`config.mk`:
```
export PLATFORM = sky130hd
export DESIGN_NAME = regfile_scanner
export DESIGN_NICKNAME = d
export VERILOG_FILES = /design/src/rtl/regfile_scanner.sv
export SDC_FILE = /design/constraint.sdc
export NUM_CORES = 1
export LEC_CHECK = 0
export BUFFER_PORTS_ARGS = -buffer_cell sky130_fd_sc_hd__buf_2
export CORE_UTILIZATION = 53
export CTS_CLUSTER_DIAMETER = 40
export DETAILED_ROUTE_END_ITERATION = 16
export GPL_TIMING_DRIVEN = 0
export HOLD_SLACK_MARGIN = 0.1
export PLACE_DENSITY = 0.87
export SYNTH_ARGS = -nofsm -noshare
export SYNTH_HDL_FRONTEND = slang
export SYNTH_SLANG_ARGS = --single-unit
```
`constraint.sdc`:
```
create_clock -name clock -period 4.2 [get_ports clock]
set_clock_uncertainty 0.05 [all_clocks]
set_input_delay 0.84 -clock clock [delete_from_list [all_inputs] [get_ports clock]]
set_output_delay 0.84 -clock clock [all_outputs]
set_load 0.005 [all_outputs]
```
`src/rtl/regfile_scanner.sv`:
```
// Purpose : sweeps a 2-read-port register file pair by pair and streams every
//           word out over valid/ready with its register index (state dumps).
// Latency : start edge -> READ next cycle -> first dump_valid the cycle after;
//           3 cycles per pair at full rate, DONE pulse after the last beat.
// Backpressure: dump_valid holds with stable data/index until dump_ready;
//           the FSM simply waits, so no words are lost or duplicated.
// Ports   : clock/reset (async, active-low); start; select_a/select_b to the
//           regfile, out_a/out_b back; dump_valid/dump_ready/dump_data/
//           dump_index stream; busy, done pulse, checksum.
// Optional: REGFILE_SCAN_CHECKSUM_EN enables the running XOR on checksum;
//           otherwise checksum is tied to zero.
module regfile_scanner #(
  parameter int DATA_WIDTH = 64,
  parameter int SEL_WIDTH  = 5,
  parameter int NUM_REGS   = 32
) (
  input  logic                  clock,
  input  logic                  reset,
  input  logic                  start,
  output logic [SEL_WIDTH-1:0]  select_a,
  output logic [SEL_WIDTH-1:0]  select_b,
  input  logic [DATA_WIDTH-1:0] out_a,
  input  logic [DATA_WIDTH-1:0] out_b,
  output logic                  dump_valid,
  input  logic                  dump_ready,
  output logic [DATA_WIDTH-1:0] dump_data,
  output logic [SEL_WIDTH-1:0]  dump_index,
  output logic                  busy,
  output logic                  done,
  output logic [DATA_WIDTH-1:0] checksum
);

  localparam logic [2:0] ST_IDLE   = 3'd0;
  localparam logic [2:0] ST_READ   = 3'd1;
  localparam logic [2:0] ST_EMIT_A = 3'd2;
  localparam logic [2:0] ST_EMIT_B = 3'd3;
  localparam logic [2:0] ST_DONE   = 3'd4;

  localparam logic [SEL_WIDTH-2:0] LAST_P  = (SEL_WIDTH-1)'(NUM_REGS/2 - 1);
  localparam logic [SEL_WIDTH-2:0] P_ONE   = 1;
  localparam logic [SEL_WIDTH-1:0] SEL_ONE = 1;

  logic [2:0]            state;
  logic [SEL_WIDTH-2:0]  p;
  logic [SEL_WIDTH-2:0]  p_next;
  logic [DATA_WIDTH-1:0] hold_a;
  logic [DATA_WIDTH-1:0] hold_b;

  assign p_next = p + P_ONE;

  // The selects are registered so the regfile address is already stable for
  // the whole READ cycle; out_a/out_b are then captured at the end of READ,
  // which is what gives the per-pair snapshot semantics.
  always_ff @(posedge clock or negedge reset) begin
    if (!reset) begin
      state    <= ST_IDLE;
      p        <= '0;
      select_a <= '0;
      select_b <= '0;
      hold_a   <= '0;
      hold_b   <= '0;
    end else begin
      case (state)
        ST_IDLE: begin
          if (start) begin
            state    <= ST_READ;
            p        <= '0;
            select_a <= '0;
            select_b <= SEL_ONE;
          end
        end
        ST_READ: begin
          hold_a <= out_a;
          hold_b <= out_b;
          state  <= ST_EMIT_A;
        end
        ST_EMIT_A: begin
          if (dump_ready) state <= ST_EMIT_B;
        end
        ST_EMIT_B: begin
          if (dump_ready) begin
            if (p == LAST_P) begin
              state    <= ST_DONE;
              select_a <= '0;
              select_b <= '0;
            end else begin
              state    <= ST_READ;
              p        <= p_next;
              select_a <= {p_next, 1'b0};
              select_b <= {p_next, 1'b1};
            end
          end
        end
        ST_DONE: state <= ST_IDLE;
        default: state <= ST_IDLE;
      endcase
    end
  end

  // Outputs decode straight from registered state so an async reset clears
  // them immediately rather than at the next edge.
  always_comb begin
    dump_valid = (state == ST_EMIT_A) || (state == ST_EMIT_B);
    dump_data  = '0;
    dump_index = '0;
    case (state)
      ST_EMIT_A: begin
        dump_data  = hold_a;
        dump_index = {p, 1'b0};
      end
      ST_EMIT_B: begin
        dump_data  = hold_b;
        dump_index = {p, 1'b1};
      end
      default: ;
    endcase
    busy = (state == ST_READ) || (state == ST_EMIT_A) || (state == ST_EMIT_B);
    done = (state == ST_DONE);
  end

`ifdef REGFILE_SCAN_CHECKSUM_EN
  // Cleared when a scan launches, so the final value survives DONE and IDLE
  // until the next start.
  always_ff @(posedge clock or negedge reset) begin
    if (!reset) begin
      checksum <= '0;
    end else if ((state == ST_IDLE) && start) begin
      checksum <= '0;
    end else if (dump_valid && dump_ready) begin
      checksum <= checksum ^ dump_data;
    end
  end
`else
  assign checksum = '0;
`endif

endmodule
```
### Yosys cells after proc, flatten, opt, wreduce, memory -nomap -nowiden

Cells that the tools add are included.
W data, S select, Z words.

| word-level totals | value |
|---|---|
| input bits | 132 |
| bits in registers | 145 |
| output and inout port bits | 146 |

| cells by class | value |
|---|---|
| reduce and logical (&&, ||, !) cells | 8 |
| eq/ne operators | 9 |
| muxes and demuxes | 19 |
| add/sub/neg operators | 1 |

Operators by type and width:

| operator | count |
|---|---|
| $pmux W64 S2 | 1 |
| $mux W5 | 6 |
| $pmux W5 S2 | 3 |
| $mux W3 | 4 |
| $mux W4 | 3 |
| $pmux W3 S4 | 1 |
| $ne A2 B2 Y1 const B | 4 |
| $pmux W4 S2 | 1 |
| $eq A3 B2 Y1 const B | 2 |
| $reduce_and A3 Y1 | 2 |
| $add A4 B1 Y4 const B | 1 |
| $eq A4 B4 Y1 const B | 1 |
| $reduce_and A4 Y1 | 1 |
| $eq A3 B1 Y1 const B | 1 |
| $eq A3 B3 Y1 const B | 1 |
| $logic_not A3 Y1 | 1 |
| $logic_or A1 B1 Y1 | 3 |
| $reduce_bool A2 Y1 | 1 |

### Longest topological paths before layout

Gate-level depths: netlist (run 1).

| logic depth | value |
|---|---|
| depth after elaboration | 4 |
| depth in mapped cells | 5 |
| gate-level depth less buffers | 4 |

### Worst setup path before layout (run 1)

Ideal clock, no wire load.

| path | value |
|---|---|
| path type | flip-flop to output port |
| start | reg state[0] |
| end | out dump_data[24] |
| data arrival time | 1.174 ns |
| stages on the path, launching flop included | 6 |
| required time | 3.310 ns |
| buffers on the path | 3 |
| path slack | 2.136 ns |
| cell sequence | dfrtp_1 buf_6 buf_2 buf_2 mux2i_1 nor2_1 |

| between the ends | value |
|---|---|
| cells in the longest elaborated chain, start to end | 2 |
| elaborated cells between the ends (all ways) | 3 |

Ends and longest elaborated chain:

| element | line | source |
|---|---|---|
| start: declaration | 43 | `logic [2:0] state;` |
| start signal: assignment | 56 | `state <= ST_IDLE;` |
| start signal: assignment | 66 | `state <= ST_READ;` |
| start signal: assignment | 75 | `state <= ST_EMIT_A;` |
| $eq A3 B2 Y1 | 106 | `case (state)` |
| $pmux W64 S2 (*) | 106 |  |
| end: declaration | 26 | `output logic [DATA_WIDTH-1:0] dump_data,` |

Mark *: on every way between the ends. The rest lies on a longest branch, timed or not.

### Worst setup path in the final report (run 1)

| path | value |
|---|---|
| start | reg state[2] |
| end | out dump_data[21] |

Same word-level chain as after synthesis.

==> results of run 1 <==
==> layout by cell type, fill, tap and decap left out, drive strengths merged, types with 2 or more instances in the layout <==
cell	netlist	layout
buf	99	312
dfrtp	140	140
mux2	128	128
nor2	69	69
mux2i	67	67
conb	1	65
clkbuf	1	22
and2	7	7
clkinv	0	5
nand2	4	4
bufinv	0	4
o21ai	4	4
inv	3	4
nand3	3	3
o2bb2ai	3	3
nor3b	2	2
==> layer usage <==
metal  part of all wire (%)  wire length [um]  up-vias
met5                      0                 0        -
met4                    2.0               324        0
met3                    8.0              1300       26
met2                     51              8240      195
met1                     39              6380     2375
li1                       -                 -     2305
==> cell families after synthesis <==
kind of cell,Yosys count
AO/OA/AOI/OAI,9
XOR/XNOR,2
adder cells (fa/ha/maj),1
buffers and inverters,103
flip-flops,140
multiplexers,195
other,1
AND/OR/NAND/NOR,91
==> metrics by stage <==
step                hold slack [ps]  cells  utilization (%)  cell area, um2
finish                          284   1023             71.5            8990
global route                    305   1023             71.5            8990
CTS                             289   1023             71.5            8990
detailed placement              424    991             66.7            8380
global placement                416    990             66.4            8340
floorplan                       407    606                -            7070
==> cells in the mapped netlist (all sizes together) <==
library cell    n  area [um2]
o21ai           4        20.0
o2bb2ai         3        26.3
buf            99         698
and2            7        46.3
ha              1        12.5
dfrtp         140        3500
nor3            1        5.00
nor3b           2        20.0
xor2            1        8.76
conb            1        3.75
nand2           4        15.0
and4b           1        10.0
xnor2           1        8.76
nand3           3        15.0
o211ai          1        7.51
clkbuf          1        3.75
nand4b          1        8.76
inv             3        11.3
nand2b          1        6.26
mux2          128        1440
and3            1        6.26
nor2           69         259
a2111oi         1        8.76
mux2i          67         671
or4b            1        10.0
==> state kept, by name, indices dropped and copies added (netlist names) <==
| name | flops |
|---|---|
| select_b | 4 |
| state | 3 |
| select_a | 1 |
| hold_a | 64 |
| p | 4 |
| hold_b | 64 |
==> layout make-up <==
cell class                      instances  area (um2)
Buffer                                100         702
Clock buffer                           21         450
Clock inverter                         11         165
Fill cell                             915        3580
Inverter                                3        11.3
Multi-Input combinational cell        363        2850
Sequential cell                       140        3500
Tap cell                              172         215
Timing Repair Buffer                  213        1090
==> how the worst max path moves through the flow <==
stage,start,end,slack [ps],cells past startpoint
floorplan,state[0],dump_data[24],2140,5
global placement,reset,hold_a[12],290,1
detailed placement,state[2],dump_data[44],1620,5
CTS,state[2],dump_data[44],1160,5
global route,state[2],dump_data[44],1070,5
finish,state[2],dump_data[21],1200,5
==> where the power goes <==
group | switching (mW) | internal [mW] | total (mW)
Sequential | 0.352 | 2.03 | 2.39
Clock | 0.558 | 1.01 | 1.57
Combinational | 1.40 | 1.46 | 2.86
==> reports/results.ini, run 1 <==
[setup_path]
r2r-start = state[1]
worstPathMaxFanout = 10
worst_path_max_delay_cell = dfrtp_1
reg2reg_to = hold_a[31]
crit_buf_inv = 3
ff2ff_path_depth = 5
end_kind = output pin
crit_top_cell = buf_2
r2r_slack_ps = 2350
worstPathArrival_ps = 2110
slowest_delay_ps = 480
worstPathCellList = nand2b_1 > buf_2 > buf_1 > nor2_1 > buf_2
crit_type = reg2out
start_kind = flop
critPathTopFamily = buffers and inverters
crit_required_ps = 3310

[pwr]
ir_drop_uv = 409
p_leak_nw = 4.77
p_per_area_mw_per_mm2 = 757
fin_total_pwr_mw = 6.81

[yosys]
synth_warnings = 0
synth_xor_area_share_pct = 0.257
seq_area_frac_synth_pct = 51.3
synth_top_family_by_area = multiplexers
synth_fa_ha_area_share_pct = 0.183
synth-simple-area-share_pct = 5.88
synth-compound-area-share_pct = 0.916
syn_area_per_cell_um2 = 12.6
syn-cell-area_mm2 = 0.00683
synth.distinct_cells = 32
synthMuxAreaShare_pct = 30.9
synth_seq_cells = 140
syn_inst = 542

[placed_design]
place_hpwl_mm = 11.9
post-place-ws_ps = 1620
portBuffers = 212
gp_congestion = 0.765

[floorplanning]
die_h_um = 115
ioPinCount = 278
die_area_mm2 = 0.0133
num_rows = 41
die_w_um = 115
start_util_pct = 54.3
coreArea_mm2 = 0.0126

[detailed_routing]
drt_pass1_iterations = 6
drt_iter0_drc = 132
via_per_inst = 4.79
route.detailed.drc = 0
postRouteAntennaNets = 0
vias = 4901
wirelength_mm = 16.2
wl_per_cell_um = 15.9

[global_routing]
grt_pass1_wl_mm = 25.4
overflow = 0
grtUsageMet1_pct = 29.5
grt_usage_pct = 25.7
grt_pass1_vias = 4900
top_usage_layer = met2
grt_max_degree = 99
grt_use_met2_pct = 44.6
grtUsageMet3_pct = 8.11
antenna_found_initial = 1

[timing]
fin_crit_sh_pct = 71.5
slew-limit-headroom_pct = 64.7
worstMarginPinSlew_ps = 529
grt_setup_unrepaired = false
tns_ps = 0
drv_slew = 0
clock.fmax_mhz = 333
final.min_clock_period_ps = 3000
finalSetupViolCount = 0
setup_slack_ps = 1200
finalHoldViolCount = 0

[run]
max_cap_viol_count = 0

[layout]
fin_nets = 971
syn_to_final_growth_pct = 31.7
drive_gt1_share_pct = 39.8
n_antenna_cell = 0

[clock_tree]
numCtsBuffers = 17
cts_setup_buffers = 0
cts.repair.resized = 0
clk_latency_ps = 410
cts_hold_buf = 0
ctsLongestPathBuffers = 2
cts_tree = built
cts-root-buf = clkbuf_16
h-tree-depth = 4
clkTransAtPathRegs_ps = 60
cts_sinks = 140

[min_path]
min_path_type = in2async

[status]
status = complete, no violations

(Power assumes the default switching activity.)
==> inputs of run 2 (changes only) <==
Settings changed: CORE_UTILIZATION 53 to 49, PLACE_DENSITY 0.87 to 0.81.
Clock period 4.2 ns to 2.9 ns, I/O delays scaled along.
==> run 2 against run 1 <==
  * Count of clock-buffer cells in the layout is 4 higher
  * Critical path depth unchanged
  * Design area is 1.0% lower
  * Worst hold slack lost 190 ps
  * Via count down 0.49%
  * Sequential power rose by 44%
  * First-iteration DRC count grew 17%
  * Register-to-register slack got worse by 1300 ps
  * Sequential share of layout area up 0.39 points
  * Largest power group unchanged
==> reports/results.ini, run 2 (synthesized netlist as in run 1, its figures left out) <==
[setup_path]
worst_path_max_delay_cell = dfrtp_1
crit_buf_inv = 3
endpoint = dump_data[4]
crit_cells = 5
ff2ff_path_depth = 5
crit_top_cell = buf_2
crit_required_ps = 2270
slowest_delay_ps = 480
crit_type = reg2out
reg2reg_to = hold_a[34]
worstPathMaxFanout = 10
worstPathArrival_ps = 2130
start_kind = flop
worstPathCellList = nand2b_1 > buf_2 > buf_1 > nor2_1 > buf_2
r2r-start = state[1]
critPathLaunch = state[2]
r2r_slack_ps = 1050
critPathTopFamily = buffers and inverters
end_kind = output pin

[floorplanning]
ioPinCount = 278
num_rows = 42
die_h_um = 120
start_util_pct = 50.9
die_w_um = 120
die_area_mm2 = 0.0144
coreArea_mm2 = 0.0134

[pwr]
pwr-share-comb_pct = 43.1
p_per_area_mw_per_mm2 = 1070
ir_drop_uv = 679
intPower_mw = 6.26
seqPwrFrac_pct = 36.3
switchingPower_mw = 3.24
p_clk_share_pct = 20.5
swShare_pct = 34.1
fin_total_pwr_mw = 9.50
p_leak_nw = 4.74

[layout]
reg_top3 = hold_a: 64 flops, hold_b: 64 flops
syn_to_final_growth_pct = 30.4
n_antenna_cell = 0
drive_gt1_share_pct = 39.7
mostFrequentLayoutCell = buf_2
mostFrequentLayoutCells = buf_2, dfrtp_1, mux2_1
final_util_pct = 66.4
fin_nets = 971

[timing]
slew-limit-headroom_pct = 59.4
finalSetupViolCount = 0
holdWs_ps = 92.7
fin_crit_sh_pct = 95.3
final.min_clock_period_ps = 2760
grt_setup_unrepaired = false
clock.fmax_mhz = 362
setup_slack_ps = 137
worstMarginPinSlew_ps = 609
drv_slew = 0
finalHoldViolCount = 0

[clock_tree]
numCtsBuffers = 17
cts_sinks = 140
cts_hold_buf = 0
cts-root-buf = clkbuf_16
cts.repair.resized = 0
h-tree-depth = 4
cts_tree = built
cts_setup_buffers = 0
clk_latency_ps = 420
clkTransAtPathRegs_ps = 50
ctsLongestPathBuffers = 2

[global_routing]
grt_pass1_wl_mm = 25.5
grt_max_degree = 77
antenna_found_initial = 0
grt_usage_pct = 23.7
overflow = 0
grt_pass1_vias = 4921

[run]
max_cap_viol_count = 0

[detailed_routing]
wirelength_mm = 16.1
drt_iter0_drc = 155
wl_per_cell_um = 15.7
postRouteAntennaNets = 0
vias = 4877
route.detailed.drc = 0
via_per_inst = 4.77
drt_pass1_iterations = 4

[placed_design]
post-place-ws_ps = 487
gp_congestion = 0.757
place_hpwl_mm = 11.8
portBuffers = 212

[status]
status = complete, no violations

[min_path]
min_path_type = in2async

## run 2: cell count changes in the layout (fill, tap and decap cells not counted), moves of 2 or more
| cell | delta |
|---|---|
| clkbuf_2 | +4 |
| buf_1 | -3 |
| bufinv_16 | -3 |
| clkbuf_1 | +2 |
| clkinv_2 | -2 |
## run 2: routing by layer
metal	track usage, %	up-vias	share of wire [%]
met3	9.70	27	9.4
met1	27.1	2337	39
met5	0	-	0
li1	-	2304	-
met2	39.3	209	49
met4	9.38	0	2.6
## run 2: area by class of cell
| type | instances | area [um2] |
|---|---|---|
| Clock buffer | 25 | 475 |
| Clock inverter | 3 | 40.0 |
| Inverter | 3 | 11.3 |
| Buffer | 100 | 707 |
| Sequential cell | 140 | 3500 |
| Tap cell | 176 | 220 |
| Multi-Input combinational cell | 363 | 2850 |
| Fill cell | 1116 | 4500 |
| Timing Repair Buffer | 213 | 1090 |
## run 2: through the flow
stage / TNS [ps] / instances / area, um2
2_1_floorplan: 0 / 606 / 7070
3_3_place_gp: -106520 / 994 / 8350
3_5_place_dp: 0 / 995 / 8380
4_1_cts: 0 / 1023 / 8900
5_1_grt: 0 / 1023 / 8900
6_report: 0 / 1023 / 8900
## run 2: worst min path at each step
stage	slack, ps	to	start	cells after the start
after floorplan	230	hold_a[0]	reset	0
after global placement	420	hold_a[28]	hold_a[28]	1
after detailed placement	420	hold_a[18]	hold_a[18]	1
after CTS	120	hold_b[8]	reset	1
after global routing	140	hold_b[7]	reset	1
final	90	hold_a[17]	reset	1
## run 2: worst reg2reg max path: cells and delay by family, from the launching register on
family | cells | cell delay (ps)
buffers and inverters | 3 | 790
flip-flops | 1 | 370
multiplexers | 1 | 350
AND/OR/NAND/NOR | 1 | 190
## run 2: power groups by stage
stage | clock network [mW] | registers [mW] | logic (mW)
detailed placement | 0 | 3.48 | 4.15
floorplan | 0 | 3.30 | 2.74
CTS | 1.98 | 3.46 | 4.18
global route | 2.07 | 3.58 | 4.58
global placement | 0 | 3.43 | 4.03
finish | 1.95 | 3.45 | 4.10
